## src/rtl/divider.sv

```systemverilog
`default_nettype none
// ============================================================================
// Module   : divider
// Brief    : Sequential IEEE-754 single-precision divider. Restoring long
//            division producing one quotient bit per clock, with optional
//            round-to-nearest-even. Handshake and packed outputs match the
//            companion multiplier.
// Revision : 1.0  initial release
// ============================================================================
module divider (
    input  logic        clk_i,
    input  logic        rst_i,
    input  logic        data_ready_i,
    input  logic [6:0]  rounding_mode_i,
    input  logic        x_sign_i,
    input  logic        y_sign_i,
    input  logic [7:0]  x_exp_i,
    input  logic [7:0]  y_exp_i,
    input  logic [22:0] x_frac_i,
    input  logic [22:0] y_frac_i,
    input  logic        x_infinity_i,
    input  logic        y_infinity_i,
    input  logic        x_nan_i,
    input  logic        y_nan_i,
    output logic        data_valid_o,
    output logic [31:0] z_o,
    output logic        except_invalid_operation_o,
    output logic        except_divide_by_zero_o,
    output logic        except_overflow_o,
    output logic        except_underflow_o
);

    localparam logic [3:0] S_READY     = 4'd0;
    localparam logic [3:0] S_DIVIDE    = 4'd1;
    localparam logic [3:0] S_NORMALIZE = 4'd2;
    localparam logic [3:0] S_ROUND     = 4'd3;
    localparam logic [3:0] S_VALIDATE  = 4'd4;
    localparam logic [3:0] S_DONE      = 4'd5;
    localparam logic [3:0] S_INVALID   = 4'd6;
    localparam logic [3:0] S_INF       = 4'd7;
    localparam logic [3:0] S_DBZ       = 4'd8;
    localparam logic [3:0] S_ZERO      = 4'd9;

    localparam logic [6:0] C_RNE_MODE  = 7'b0000001;

    logic [3:0]        state_q, state_d;
    logic              sign_q, sign_d;
    logic signed [9:0] exp_q, exp_d;
    logic [24:0]       rem_q, rem_d;
    logic [23:0]       div_q, div_d;
    logic [26:0]       quot_q, quot_d;
    logic [4:0]        cnt_q, cnt_d;
    logic              rne_q, rne_d;
    logic [22:0]       frac_q, frac_d;
    logic              g_q, g_d, r_q, r_d, s_q, s_d;
    logic              valid_q, valid_d;
    logic [31:0]       z_q, z_d;
    logic              inv_q, inv_d, dbz_q, dbz_d, ovf_q, ovf_d, unf_q, unf_d;

    // Subnormal operands (exp == 0) are flushed to zero regardless of fraction
    logic w_x_zero, w_y_zero, w_invalid;
    assign w_x_zero  = (x_exp_i == 8'd0);
    assign w_y_zero  = (y_exp_i == 8'd0);
    assign w_invalid = x_nan_i | y_nan_i | (x_infinity_i & y_infinity_i) | (w_x_zero & w_y_zero);

    // One restoring-division step: trial subtract, keep it when it does not go negative
    logic        w_ge;
    logic [24:0] w_sub;
    logic [23:0] w_frac_inc;
    assign w_ge       = (rem_q >= {1'b0, div_q});
    assign w_sub      = w_ge ? (rem_q - {1'b0, div_q}) : rem_q;
    assign w_frac_inc = {1'b0, frac_q} + 24'd1;

    // State register
    always_ff @(posedge clk_i) begin
        if (rst_i) state_q <= S_READY;
        else       state_q <= state_d;
    end

    // Next-state logic; special operands are classified in READY, first match wins
    always_comb begin
        state_d = state_q;
        case (state_q)
            S_READY: begin
                if (data_ready_i) begin
                    if (w_invalid)                       state_d = S_INVALID;
                    else if (x_infinity_i)               state_d = S_INF;
                    else if (w_y_zero)                   state_d = S_DBZ;
                    else if (y_infinity_i || w_x_zero)   state_d = S_ZERO;
                    else                                 state_d = S_DIVIDE;
                end
            end
            S_DIVIDE:    if (cnt_q == 5'd0) state_d = S_NORMALIZE;
            S_NORMALIZE: state_d = S_ROUND;
            S_ROUND:     state_d = S_VALIDATE;
            S_VALIDATE:  state_d = S_DONE;
            S_INVALID, S_INF, S_DBZ, S_ZERO: state_d = S_DONE;
            S_DONE:      state_d = S_READY;
            default:     state_d = S_READY;
        endcase
    end

    // Datapath and output next-values; results are latched on the way into DONE
    always_comb begin
        sign_d  = sign_q;
        exp_d   = exp_q;
        rem_d   = rem_q;
        div_d   = div_q;
        quot_d  = quot_q;
        cnt_d   = cnt_q;
        rne_d   = rne_q;
        frac_d  = frac_q;
        g_d     = g_q;
        r_d     = r_q;
        s_d     = s_q;
        valid_d = 1'b0;
        z_d     = z_q;
        inv_d   = inv_q;
        dbz_d   = dbz_q;
        ovf_d   = ovf_q;
        unf_d   = unf_q;
        case (state_q)
            S_READY: begin
                if (data_ready_i) begin
                    sign_d = x_sign_i ^ y_sign_i;
                    exp_d  = $signed({2'b00, x_exp_i}) - $signed({2'b00, y_exp_i}) + 10'sd127;
                    rem_d  = {2'b01, x_frac_i};
                    div_d  = {1'b1, y_frac_i};
                    rne_d  = (rounding_mode_i == C_RNE_MODE);
                    quot_d = 27'd0;
                    cnt_d  = 5'd26;
                end
            end
            S_DIVIDE: begin
                // Quotient bits shift in MSB first, so after 27 steps bit 26 is the first
                quot_d = {quot_q[25:0], w_ge};
                rem_d  = w_sub << 1;
                cnt_d  = cnt_q - 5'd1;
            end
            S_NORMALIZE: begin
                if (quot_q[26]) begin
                    frac_d = quot_q[25:3];
                    g_d    = quot_q[2];
                    r_d    = quot_q[1];
                    s_d    = quot_q[0] | (rem_q != 25'd0);
                end else begin
                    frac_d = quot_q[24:2];
                    g_d    = quot_q[1];
                    r_d    = quot_q[0];
                    s_d    = (rem_q != 25'd0);
                    exp_d  = exp_q - 10'sd1;
                end
            end
            S_ROUND: begin
                if (rne_q && g_q && (r_q || s_q || frac_q[0])) begin
                    frac_d = w_frac_inc[22:0];
                    if (w_frac_inc[23]) exp_d = exp_q + 10'sd1;
                end
            end
            S_VALIDATE: begin
                valid_d = 1'b1;
                inv_d   = 1'b0;
                dbz_d   = 1'b0;
                ovf_d   = 1'b0;
                unf_d   = 1'b0;
                if (exp_q >= 10'sd255) begin
                    z_d   = {sign_q, 8'hff, 23'd0};
                    ovf_d = 1'b1;
                end else if (exp_q <= 10'sd0) begin
                    z_d   = {sign_q, 31'd0};
                    unf_d = 1'b1;
                end else begin
                    z_d   = {sign_q, exp_q[7:0], frac_q};
                end
            end
            S_INVALID, S_INF, S_DBZ, S_ZERO: begin
                valid_d = 1'b1;
                inv_d   = (state_q == S_INVALID);
                dbz_d   = (state_q == S_DBZ);
                ovf_d   = 1'b0;
                unf_d   = 1'b0;
                if (state_q == S_INVALID)   z_d = 32'h7fffffff;
                else if (state_q == S_ZERO) z_d = {sign_q, 31'd0};
                else                        z_d = {sign_q, 8'hff, 23'd0};
            end
            default: ;
        endcase
    end

    // Datapath and output registers
    always_ff @(posedge clk_i) begin
        if (rst_i) begin
            sign_q  <= 1'b0;
            exp_q   <= 10'sd0;
            rem_q   <= 25'd0;
            div_q   <= 24'd0;
            quot_q  <= 27'd0;
            cnt_q   <= 5'd0;
            rne_q   <= 1'b0;
            frac_q  <= 23'd0;
            g_q     <= 1'b0;
            r_q     <= 1'b0;
            s_q     <= 1'b0;
            valid_q <= 1'b0;
            z_q     <= 32'd0;
            inv_q   <= 1'b0;
            dbz_q   <= 1'b0;
            ovf_q   <= 1'b0;
            unf_q   <= 1'b0;
        end else begin
            sign_q  <= sign_d;
            exp_q   <= exp_d;
            rem_q   <= rem_d;
            div_q   <= div_d;
            quot_q  <= quot_d;
            cnt_q   <= cnt_d;
            rne_q   <= rne_d;
            frac_q  <= frac_d;
            g_q     <= g_d;
            r_q     <= r_d;
            s_q     <= s_d;
            valid_q <= valid_d;
            z_q     <= z_d;
            inv_q   <= inv_d;
            dbz_q   <= dbz_d;
            ovf_q   <= ovf_d;
            unf_q   <= unf_d;
        end
    end

    assign data_valid_o               = valid_q;
    assign z_o                        = z_q;
    assign except_invalid_operation_o = inv_q;
    assign except_divide_by_zero_o    = dbz_q;
    assign except_overflow_o          = ovf_q;
    assign except_underflow_o         = unf_q;

endmodule
`default_nettype wire
```

## config.mk

```make
export PLATFORM = sky130hd
export DESIGN_NAME = divider
export DESIGN_NICKNAME = d
export VERILOG_FILES = /design/src/rtl/divider.sv
export SDC_FILE = /design/constraint.sdc
export NUM_CORES = 1
export LEC_CHECK = 0
export BUFFER_PORTS_ARGS = -buffer_cell sky130_fd_sc_hd__buf_4
export CAP_MARGIN = 10
export CORE_MARGIN = 1.5
export CORE_UTILIZATION = 59
export CTS_CLUSTER_SIZE = 40
export DETAILED_ROUTE_END_ITERATION = 12
export HOLD_SLACK_MARGIN = 0.12
export PLACE_DENSITY = 0.87
export SKIP_LAST_GASP = 1
export SYNTH_ARGS = -nofsm -noshare
export SYNTH_HDL_FRONTEND = slang
export SYNTH_SLANG_ARGS = --single-unit
```

## constraint.sdc

```tcl
create_clock -name clk_i -period 3.9 [get_ports clk_i]
set_clock_uncertainty 0.05 [all_clocks]
set_input_delay 0.78 -clock clk_i [delete_from_list [all_inputs] [get_ports clk_i]]
set_output_delay 0.78 -clock clk_i [all_outputs]
set_load 0.005 [all_outputs]
```

After elaboration in Yosys (flattened, before gate mapping)

Index checks and enable logic that the tools add are counted.

Bitwise operators: 7
Order comparisons: 3
Equal/unequal tests: 14
Add/sub/neg operators: 7
Mux-type cells: 38
Reduce and logical (&&, ||, !) cells: 21

Operators with widths:

| operator                                                           | number |
|---|---|
| two-way mux 31 bit                                                 | 3 |
| case mux 32 bit (2 select lines)                                   | 1 |
| case mux 27 bit (2 select lines)                                   | 1 |
| case mux 25 bit (2 select lines)                                   | 1 |
| two-way mux 23 bit                                                 | 2 |
| case mux 23 bit (2 select lines)                                   | 1 |
| two-way mux 10 bit                                                 | 4 |
| two-way mux 32 bit                                                 | 1 |
| case mux 10 bit (3 select lines)                                   | 1 |
| two-way mux 27 bit                                                 | 1 |
| greater-or-equal comparator 25 x 24 -> 1 bit                       | 1 |
| two-way mux 25 bit                                                 | 1 |
| nonzero test 25 bit                                                | 1 |
| adder 23 x 1 -> 24 bit, second input constant                      | 1 |
| two-way mux 24 bit                                                 | 1 |
| two-way mux 4 bit                                                  | 6 |
| subtractor 24 bit                                                  | 1 |
| case mux 4 bit (5 select lines)                                    | 1 |
| logical NOT 8 bit                                                  | 2 |
| == test 4 x 3 -> 1 bit, second input constant                      | 3 |
| adder 10 x 2 -> 10 bit, second input constant                      | 1 |
| adder 9 x 8 -> 10 bit, second input constant                       | 1 |
| greater-or-equal comparator 10 x 9 -> 1 bit, second input constant | 1 |
| less-or-equal comparator 10 x 1 -> 1 bit, second input constant    | 1 |
| 25 further kinds                                                   | 52 |

Output and inout bits: 37
Bits in registers: 160
Input port bits: 78
Logic and storage cells: 108

Logic depth before layout (Yosys ltp)

Word-level depth: 8
Depth in mapped cells: 15
Depth with buffers taken out: 13

Least setup slack after synthesis

Ideal clock, no wire load.

Path type: reg2reg
From: register state_q[1]
To: register exp_q[9]
Required time: 3716 ps
Clock period less this slack: 3268 ps
Setup slack: 632 ps
Library setup time: 134 ps
Buffers on the path: 3
Stages on the path, launching flop included: 16
Arrival: 3084 ps
Cell sequence: dfxtp_1 -> buf_2 -> nor2b_1 -> and2_1 -> buf_2 -> inv_2 -> clkbuf_1 -> ha_1 -> a21oi_1 -> o211ai_1 -> o41ai_1 -> o21ai_0 -> xnor2_1 -> nor2_1 -> a311oi_1 -> a211oi_1

Word-level cells in the longest chain between the ends: 3
Elaborated cells on any way between the ends: 10
Classes of those cells: 6 x eq/ne; 1 x mux; 3 x reduce/logical

Ends and longest elaborated chain:

| item                                                                 | RTL line | source |
|---|---|---|
| start: declaration                                                   | 46       | `logic [3:0] state_q, state_d;` |
| start signal: assignment                                             | 77       | `else state_q <= state_d;` |
| == test 4 x 2 -> 1 bit / logical NOT 4 bit (equally long branches)   | 122      | `case (state_q)` |
| != test 2 bit (no line) / nonzero test 3 bit (equally long branches) | --       |  |
| AND reduction 5 bit (no line)                                        | --       |  |
| end signal: assignment                                               | 212      | `exp_q <= exp_d;` |
| end: declaration                                                     | 48       | `logic signed [9:0] exp_q, exp_d;` |

Parallel ways exist; a longest one is shown, timed or not.
A chain may end at the register's enable or synchronous reset.

Final worst setup path

From: register state_q[0]
To: register exp_q[9]

The elaborated chain is that of the path after synthesis.

==> impl_metrics.env <==
export IMPL_status="completed"
export IMPL_yosys_most_used_dff="dfxtp_1"
export IMPL_synth_adder_area_share_pct=6.33
export IMPL_ff2ff_path_depth=13
export IMPL_slew_viol_final=0
export IMPL_p_int_mw=5.10
export IMPL_instances_no_fill=1552
export IMPL_h_tree_depth=4
export IMPL_grt_max_degree=74
export IMPL_fp_dieW_um=131
export IMPL_cts_setup_buffers=0
export IMPL_ir_drop_mv=0.510
export IMPL_leakagePower_nw=4.40
export IMPL_rows=46
export IMPL_clock_path_buffers=2
export IMPL_timing_setup_tns_ps=0
export IMPL_placed_area_um2=10600
export IMPL_postCtsHoldBufs=0
export IMPL_arrival_ps=3530
export IMPL_drc=0
export IMPL_fin_crit_sh_pct=84.1
export IMPL_ys_seq_elements=160
export IMPL_p_seq_share_pct=26.8
export IMPL_yosys_area_top_type_share_pct=33.0
export IMPL_synth_area_um2=9690
export IMPL_critPathMaxFanout=11
export IMPL_dp_hpwl_um=17000
export IMPL_p_per_area_nw_per_um2=812
export IMPL_period_minus_slack_ps=3280
export IMPL_drtIter0Drc=1070
export IMPL_switching_share_pct=43.9
export IMPL_cts_tree="yes"
export IMPL_core_um2=15900
export IMPL_post_route_util_pct=70.2
export IMPL_nets=1448
export IMPL_post_synth_cell_area_avg_um2=7.70
export IMPL_synth_xor_area_share_pct=3.43
export IMPL_path_clk_slew_ps=70
export IMPL_cts_sinks=160
export IMPL_setup_viol=0
export IMPL_ios=115
export IMPL_endpoint="exp_q[9]"
export IMPL_worstReg2RegEnd="exp_q[9]"
export IMPL_r2r_start="state_q[0]"
export IMPL_numPortBuffers=114
export IMPL_drive_gt1_share_pct=15.2
export IMPL_p_total_mw=9.09
export IMPL_yosys_top_cells_area="dfxtp_1 (33%), a21oi_1 (8.7%), nand2_1 (5.9%)"
export IMPL_initial_utilization_pct=60.8
export IMPL_drt_first_pass_iters=5
export IMPL_antenna_found_initial=0
export IMPL_yosysMostFrequentCell="a21oi_1"
export IMPL_syn_inst=1259
export IMPL_grt_overflow_total=0
export IMPL_numCtsBuffers=17
export IMPL_routed_via_density=6.22
export IMPL_vias=9650
export IMPL_rsz0062_at_grt="no"
export IMPL_post_cts_resized=0
export IMPL_hold_viol=0
export IMPL_synth_mux_area_share_pct=4.56
export IMPL_clk_latency_ps=430
export IMPL_p_sw_mw=3.99
export IMPL_chipHeight_um=131
export IMPL_final_area_um2=11200
export IMPL_comb_power_share_pct=54.7
export IMPL_r2r_slack_ps=620
export IMPL_track_usage_pct=28.7
export IMPL_grt_pass1_vias=9029
export IMPL_drv_cap=0
export IMPL_slew_headroom_pct=16.3
export IMPL_hold_class="reg -> reg"
export IMPL_cts_root_buffer="clkbuf_16"
export IMPL_globalplace_congestion=0.890
export IMPL_cp_start_kind="register"
export IMPL_synth_top_family_by_area="compound AO/OA/AOI/OAI gates"
export IMPL_fmax_mhz=305
export IMPL_synth_area_leader_cell="dfxtp_1"
export IMPL_die_area_um2=17200
export IMPL_critical_path_class="reg -> reg"
export IMPL_worst_pin_slew_ps=1220
export IMPL_wl_per_cell_um=16.1
export IMPL_diodes=0
export IMPL_clockPowerShare_pct=18.6
export IMPL_areaGrowthSynthToFinish_pct=15.5
export IMPL_startpoint="state_q[0]"
export IMPL_crit_path_end_kind="register"
export IMPL_ant_nets=0
export IMPL_synth_common_cells="a21oi_1 (169), dfxtp_1 (160), nand2_1 (152)"
export IMPL_synthesis_nets=1384
export IMPL_synth_simple_gate_area_share_pct=22.9
export IMPL_synth_edf_count=0
export IMPL_routed_wl_um=25000
export IMPL_ys_seq_area_share_pct=33.0
export IMPL_dp_cells=1519
export IMPL_grt_pass1_wl_um=41500
export IMPL_ys_types=87
export IMPL_critPathRequiredTime_ps=4150
export IMPL_synth_async_reset_ratio_pct=0
export IMPL_yosys_warnings=0
export IMPL_synth_compound_area_share_pct=24.1
## registers in the layout (all words and copies together), names as in the netlist
signal / count
z_o: 32
r_q: 1
rne_q: 1
except_invalid_operation_o: 1
state_q: 4
except_divide_by_zero_o: 1
exp_q: 10
except_overflow_o: 1
frac_q: 23
quot_q: 27
rem_q: 25
data_valid_o: 1
except_underflow_o: 1
s_q: 1
sign_q: 1
g_q: 1
cnt_q: 5
div_q: 24
## routing by layer
| layer | global-route usage [%] | up-vias | share of wire (%) |
|---|---|---|---|
| met3 | 4.59 | 80 | 5.6 |
| li1 | - | 4670 | - |
| met5 | 0 | - | 0 |
| met1 | 35.1 | 4529 | 43 |
| met2 | 49.4 | 371 | 48 |
| met4 | 13.3 | 0 | 3.3 |
## cells by family after synthesis
logic type | count (synthesis)
compound gates | 372
xor+xnor | 38
fa+ha+maj | 48
buf+inv | 134
flops | 160
mux | 44
simple gates | 463
## area by class of cell
type	count	area (µm²)
repair buffers	129	978
clock buffers	18	439
multi-input cells	965	5960
inverters	50	188
flip-flops and latches	160	3200
fillers	1274	4750
clock inverters	14	158
well taps	216	270
## cells in the final DEF (no fill, tap or decap), types with 15 or more instances in the layout
master     count
a211oi_1      29
a21oi_1      169
buf_4        127
clkbuf_16     17
dfxtp_1      160
ha_1          45
inv_1         48
mux2i_1       43
nand2_1      151
nand3_1       49
nor2_1       111
nor3_1        54
nor4_1        15
o21ai_0       49
o22ai_1       18
xnor2_1       22
xor2_1        16
## how the worst min path moves through the flow
stage | depth (start not counted) | end | start
6_report | 2 | div_q[3] | div_q[3]
4_1_cts | 2 | div_q[22] | div_q[22]
3_3_place_gp | 2 | z_o[31] | z_o[31]
2_1_floorplan | 2 | rne_q | rne_q
5_1_grt | 2 | div_q[3] | div_q[3]
3_5_place_dp | 2 | div_q[22] | div_q[22]
## through the flow
step | hold slack (ps) | setup WS, ps
after floorplan | 379 | 632
after global placement | 391 | 725
after detailed placement | 397 | 582
after CTS | 406 | 651
after global routing | 424 | 317
final | 404 | 620
## power groups by stage
| stage | Clock (mW) | Combinational (mW) | Sequential [mW] |
|---|---|---|---|
| 2_1_floorplan | 0 | 3.85 | 2.33 |
| 3_3_place_gp | 0 | 4.70 | 2.44 |
| 3_5_place_dp | 0 | 4.82 | 2.45 |
| 4_1_cts | 1.70 | 4.89 | 2.42 |
| 5_1_grt | 1.76 | 5.45 | 2.48 |
| 6_report | 1.69 | 4.97 | 2.43 |
## critical path, stage by stage, from the launching register on
cell	delay, ps
dfxtp_1	590
inv_2	170
nor2_1	170
and2_1	210
inv_2	140
ha_1	290
a21oi_1	180
o211ai_1	170
o41ai_1	390
o21ai_0	180
xnor2_1	180
nor2_1	60
a311oi_1	280
a211oi_1	80
Note: power is estimated with default switching activity, not from simulation.
